### src/rtl/mem_cpu_access_master.sv
// Host register-bus to memory-controller cpu-port initiator: one host access becomes one
// edge-detected memory request, answered by read data, a write completion or a timeout error.
module mem_cpu_access_master #(
   parameter int unsigned ADDR_WIDTH = 8,
   parameter int unsigned DATA_WIDTH = 16,
   parameter int unsigned TIMEOUT    = 255,
   parameter int unsigned GAP_CYCLES = 2
) (
   input  logic                  clockCore,
   input  logic                  resetCore,
   input  logic                  hostReqValid,
   output logic                  hostReqReady,
   input  logic                  hostRd,
   input  logic [ADDR_WIDTH-1:0] hostAddr,
   input  logic [DATA_WIDTH-1:0] hostWrData,
   output logic                  hostRspValid,
   output logic                  hostRspErr,
   output logic [DATA_WIDTH-1:0] hostRspRdData,
   output logic                  staleAck,
   output logic                  cpuMemReq,
   output logic                  cpuMemRd,
   output logic [ADDR_WIDTH-1:0] cpuMemAddr,
   output logic [DATA_WIDTH-1:0] cpuMemWrData,
   input  logic                  cpuMemAck,
   input  logic [DATA_WIDTH-1:0] cpuMemRdData
);

   localparam int unsigned TO_W  = $clog2(TIMEOUT + 1);
   localparam int unsigned GAP_W = $clog2(GAP_CYCLES + 1);
   localparam int unsigned CNT_W = (TO_W > GAP_W) ? TO_W : GAP_W;
   localparam logic [CNT_W-1:0] TIMEOUT_LAST = CNT_W'(TIMEOUT - 1);
   localparam logic [CNT_W-1:0] GAP_LAST     = CNT_W'(GAP_CYCLES - 1);

   typedef enum logic [1:0] {
      ST_GAP  = 2'd0,
      ST_IDLE = 2'd1,
      ST_WAIT = 2'd2
   } stateT;

   stateT                 state,           stateNxt;
   logic [CNT_W-1:0]      cnt,             cntNxt;
   logic                  hostReqReadyNxt;
   logic                  cpuMemReqNxt;
   logic                  cpuMemRdNxt;
   logic [ADDR_WIDTH-1:0] cpuMemAddrNxt;
   logic [DATA_WIDTH-1:0] cpuMemWrDataNxt;
   logic                  hostRspValidNxt;
   logic                  hostRspErrNxt;
   logic [DATA_WIDTH-1:0] hostRspRdDataNxt;
   logic                  staleAckNxt;

   // State and every output are registered; reset parks the FSM in GAP so the
   // controller's edge detector settles before the first request.
   always_ff @(posedge clockCore or negedge resetCore) begin
      if (!resetCore) begin
         state         <= ST_GAP;
         cnt           <= '0;
         hostReqReady  <= 1'b0;
         cpuMemReq     <= 1'b0;
         cpuMemRd      <= 1'b0;
         cpuMemAddr    <= '0;
         cpuMemWrData  <= '0;
         hostRspValid  <= 1'b0;
         hostRspErr    <= 1'b0;
         hostRspRdData <= '0;
         staleAck      <= 1'b0;
      end else begin
         state         <= stateNxt;
         cnt           <= cntNxt;
         hostReqReady  <= hostReqReadyNxt;
         cpuMemReq     <= cpuMemReqNxt;
         cpuMemRd      <= cpuMemRdNxt;
         cpuMemAddr    <= cpuMemAddrNxt;
         cpuMemWrData  <= cpuMemWrDataNxt;
         hostRspValid  <= hostRspValidNxt;
         hostRspErr    <= hostRspErrNxt;
         hostRspRdData <= hostRspRdDataNxt;
         staleAck      <= staleAckNxt;
      end
   end

   // Next-state and next-output logic
   always_comb begin
      stateNxt         = state;
      cntNxt           = cnt;
      hostReqReadyNxt  = 1'b0;
      cpuMemReqNxt     = cpuMemReq;
      cpuMemRdNxt      = cpuMemRd;
      cpuMemAddrNxt    = cpuMemAddr;
      cpuMemWrDataNxt  = cpuMemWrData;
      hostRspValidNxt  = 1'b0;
      hostRspErrNxt    = 1'b0;
      hostRspRdDataNxt = hostRspRdData;
      // An ack we are not waiting for is never matched to a later access
      staleAckNxt      = staleAck | (cpuMemAck && (state != ST_WAIT));

      unique case (state)
         ST_GAP: begin
            cpuMemReqNxt = 1'b0;
            if (cnt == GAP_LAST) begin
               stateNxt        = ST_IDLE;
               cntNxt          = '0;
               hostReqReadyNxt = 1'b1;
            end else begin
               cntNxt = cnt + CNT_W'(1);
            end
         end
         ST_IDLE: begin
            hostReqReadyNxt = 1'b1;
            if (hostReqValid && hostReqReady) begin
               hostReqReadyNxt = 1'b0;
               cpuMemReqNxt    = 1'b1;
               cpuMemRdNxt     = hostRd;
               cpuMemAddrNxt   = hostAddr;
               cpuMemWrDataNxt = hostWrData;
               cntNxt          = '0;
               stateNxt        = ST_WAIT;
            end
         end
         ST_WAIT: begin
            // Ack takes precedence over a timeout landing in the same cycle
            if (cpuMemAck) begin
               cpuMemReqNxt    = 1'b0;
               hostRspValidNxt = 1'b1;
               if (cpuMemRd) begin
                  hostRspRdDataNxt = cpuMemRdData;
               end
               cntNxt   = '0;
               stateNxt = ST_GAP;
            end else if (cnt == TIMEOUT_LAST) begin
               cpuMemReqNxt    = 1'b0;
               hostRspValidNxt = 1'b1;
               hostRspErrNxt   = 1'b1;
               cntNxt          = '0;
               stateNxt        = ST_GAP;
            end else begin
               cntNxt = cnt + CNT_W'(1);
            end
         end
         default: begin
            cpuMemReqNxt = 1'b0;
            cntNxt       = '0;
            stateNxt     = ST_GAP;
         end
      endcase
   end

endmodule

### config.mk
export PLATFORM = sky130hd
export DESIGN_NAME = mem_cpu_access_master
export DESIGN_NICKNAME = d
export VERILOG_FILES = /design/src/rtl/mem_cpu_access_master.sv
export SDC_FILE = /design/constraint.sdc
export NUM_CORES = 1
export LEC_CHECK = 0
export CAP_MARGIN = 20
export CORE_ASPECT_RATIO = 2
export CORE_UTILIZATION = 35
export CTS_BUF_LIST = sky130_fd_sc_hd__clkbuf_16
export DETAILED_ROUTE_END_ITERATION = 8
export PLACE_DENSITY_LB_ADDON = 0.2
export SLEW_MARGIN = 10
export SYNTH_ARGS = -nofsm -noshare
export SYNTH_HDL_FRONTEND = slang
export SYNTH_SLANG_ARGS = --single-unit
### constraint.sdc
create_clock -name clockCore -period 3.23 [get_ports clockCore]
set_input_delay 0.323 -clock clockCore [delete_from_list [all_inputs] [get_ports clockCore]]
set_output_delay 0.323 -clock clockCore [all_outputs]
set_load 0.05 [all_outputs]
==> flow_metrics.tcl <==
set metrics [dict create \
    finish.utilization 0.526 \
    setup_slack_ns 1.37 \
    cts-htree-levels 2 \
    finalCritPeriodShare 0.577 \
    synth_cell_type_count 33 \
    vias 1658 \
    initial_utilization 0.360 \
    hold_violations 0 \
    max_freq_mhz 537 \
    avgRoutedWirePerCell_um 15.8 \
    dr.first_iter.drc_count 75 \
    routed_wl_um 5560 \
    yosys_warnings 0 \
    min_path_type "in2async" \
    relSlewSlack 0.578 \
    worstPathRequired_ns 2.91 \
    synth-seq-cells 56 \
    vdd.ir_drop.worst_mv 0.445 \
    antenna_found_initial 0 \
    outcome "complete, no violations" \
    seq_area_frac_synth 0.566 \
    antenna_cells 0 \
    clock_latency_ns 0.29 \
    grt_pass1_vias 1765 \
    syn_area_per_cell_um2 15.0 \
    die_h_um 121 \
    crit_family "buffers and inverters" \
    synth_area_leader_cell "dfrtp_1" \
    die_w_um 61.5 \
    rsz0062_at_grt "false" \
    track_usage 0.166 \
    p_leak_nw 1.67 \
    r2r_start "state[1]$_DFFE_PN0P_" \
    synthCells 165 \
    portBuffers 90 \
    drt_pre_antenna_iters 4 \
    placementRows 43 \
    grt.overflow.total 0 \
    drc_errors 0 \
    synth-edff-count 0 \
    cts_made_buffers 5 \
    rrSetupSlack_ns 1.55 \
    cp-endpoint "hostReqReady" \
    grt_max_degree 30 \
    setup.worst_path.start "hostReqReady$_DFF_PN0_" \
    cp.arrival_ns 1.54 \
    critPathSlowestCell "clkdlybuf4s50_1" \
    post-cts-setup-buffers 0 \
    layout.nets 308 \
    postCtsHoldBufs 0 \
    worstSetupPathType "reg2out" \
    io-pin-count 91 \
    post-route-cell-area_um2 3620 \
    yosys-top-cells-count "dfrtp_1 (56), mux2_4 (28), nand2_1 (15)" \
    tritoncts "done" \
    synth_nets 213 \
    drv_slew 0 \
    cts_buffer_depth 2 \
    core_um2 6890 \
    reg2reg_depth 3 \
    post_cts_resize_count 0 \
    path_buf_inv 1 \
    final_antenna_net_count 0 \
    yosysMostFrequentCell "dfrtp_1" \
    dp_hpwl_um 4090 \
    period_minus_slack_ns 1.86 \
    synth_area_leaders "dfrtp_1 (57%), mux2_4 (17%), mux2_2 (5.9%), nand2_1 (2.3%), ha_1 (1.5%)" \
    drv_cap 0 \
    power_mw 4.02 \
    dpl_worst_slack_ns 1.28 \
    synth_top_area_share 0.566 \
    vias_per_cell 4.72 \
    area_delta_synth_final_pct 46.3 \
    synth_area_um2 2480 \
    crit_cells 1 \
    rr_endpoint "cpuMemWrData[10]$_DFFE_PN0P_" \
    async_flop_share 1.00 \
    worstSetupStartpointType "flop" \
    powerDensity_nw_per_um2 1110 \
    clk_pin_slew_ns 0.07 \
    fin_tns_setup_ns 0 \
    ys.flop_type "dfrtp_1" \
    placed_cell_area_um2 3460 \
    path_max_fanout 3 \
    cpPeakStageDelay_ns 0.83 \
    worst_slew_pin_slew_ns 0.633 \
    cts_sinks 56 \
    dieArea_um2 7440 \
    cp-end-kind "primary output" \
    drive_above_1_share 0.257 \
    grt_pass1_wl_um 8970 \
    clockRootBuffer "clkbuf_16" \
    fin_skew_ns 0.00527 \
    setup_viol 0 \
    routabilityCongestion 0.787 \
    crit_path_cell_trace "clkdlybuf4s50_1" \
]
-- flip-flops by register name (all words and copies together) (netlist names) --
name	count
staleAck	1
cpuMemReq	1
hostRspValid	1
cnt	8
cpuMemAddr	8
cpuMemRd	1
state	2
hostReqReady	1
hostRspErr	1
hostRspRdData	16
cpuMemWrData	16
-- logic make-up (layout without fill, tap and decap cells) --
family / count (synthesis) / after routing / synth area share
AOI/OAI and AO/OA: 17 / 17 / 0.0586
xor gates and xnor gates: 2 / 2 / 0.00708
adders and majority gates: 3 / 3 / 0.0152
buffers and inverters: 5 / 101 / 0.0167
DFF: 56 / 56 / 0.566
muxes: 41 / 41 / 0.229
and+or+nand+nor: 41 / 41 / 0.108
-- worst min-delay path by stage --
stage,end,cells after the start
CTS,hostRspRdData[6]$_DFFE_PN0P_,1
detailed placement,hostRspRdData[6]$_DFFE_PN0P_,1
floorplan,cnt[0]$_DFFE_PN0P_,0
global route,hostRspRdData[3]$_DFFE_PN0P_,1
finish,hostRspRdData[6]$_DFFE_PN0P_,1
global placement,hostRspRdData[6]$_DFFE_PN0P_,1
-- where the power goes --
group	switching, mW	internal [mW]	total [mW]
clock	0.238	0.362	0.600
combinational	1.33	0.909	2.24
sequential	0.191	0.993	1.18
-- stage by stage --
| step | instances | hold WS [ns] |
|---|---|---|
| floorplan | 165 | 0.0274 |
| global placement | 343 | 0.389 |
| detailed placement | 343 | 0.388 |
| CTS | 351 | 0.0708 |
| global route | 351 | 0.102 |
| finish | 351 | 0.0468 |
-- metal layers --
| layer | track usage | vias up | wire [um] |
|---|---|---|---|
| met5 | 0 | - | 0 |
| met4 | 0.0764 | 0 | 115 |
| met3 | 0.0384 | 9 | 328 |
| met2 | 0.284 | 57 | 3050 |
| met1 | 0.188 | 826 | 2060 |
| li1 | - | 766 | - |
-- layout make-up --
type,count,area (um2)
clock buffers,5,125
repair buffers,91,903
flip-flops and latches,56,1400
fillers,628,3260
inverters,2,7.51
multi-input cells,104,1030
clock inverters,3,38.8
well taps,90,113
-- cells in the final DEF, fill, tap and decap left out, types with 2 or more instances in the layout --
master / synthesis / final
nand3_1: 2 / 2
ha_1: 3 / 3
clkbuf_16: 0 / 5
a21boi_2: 2 / 2
dfrtp_1: 56 / 56
nor2_1: 7 / 7
mux2_4: 28 / 28
clkdlybuf4s50_1: 0 / 89
and2_1: 2 / 2
a31o_2: 2 / 2
nor3_1: 3 / 3
mux2_2: 13 / 13
nand2_1: 15 / 15
xnor2_1: 2 / 2
o22ai_1: 4 / 4
o21ai_2: 3 / 3
nor2b_1: 2 / 2
inv_1: 2 / 3
(Power assumes the default switching activity.)
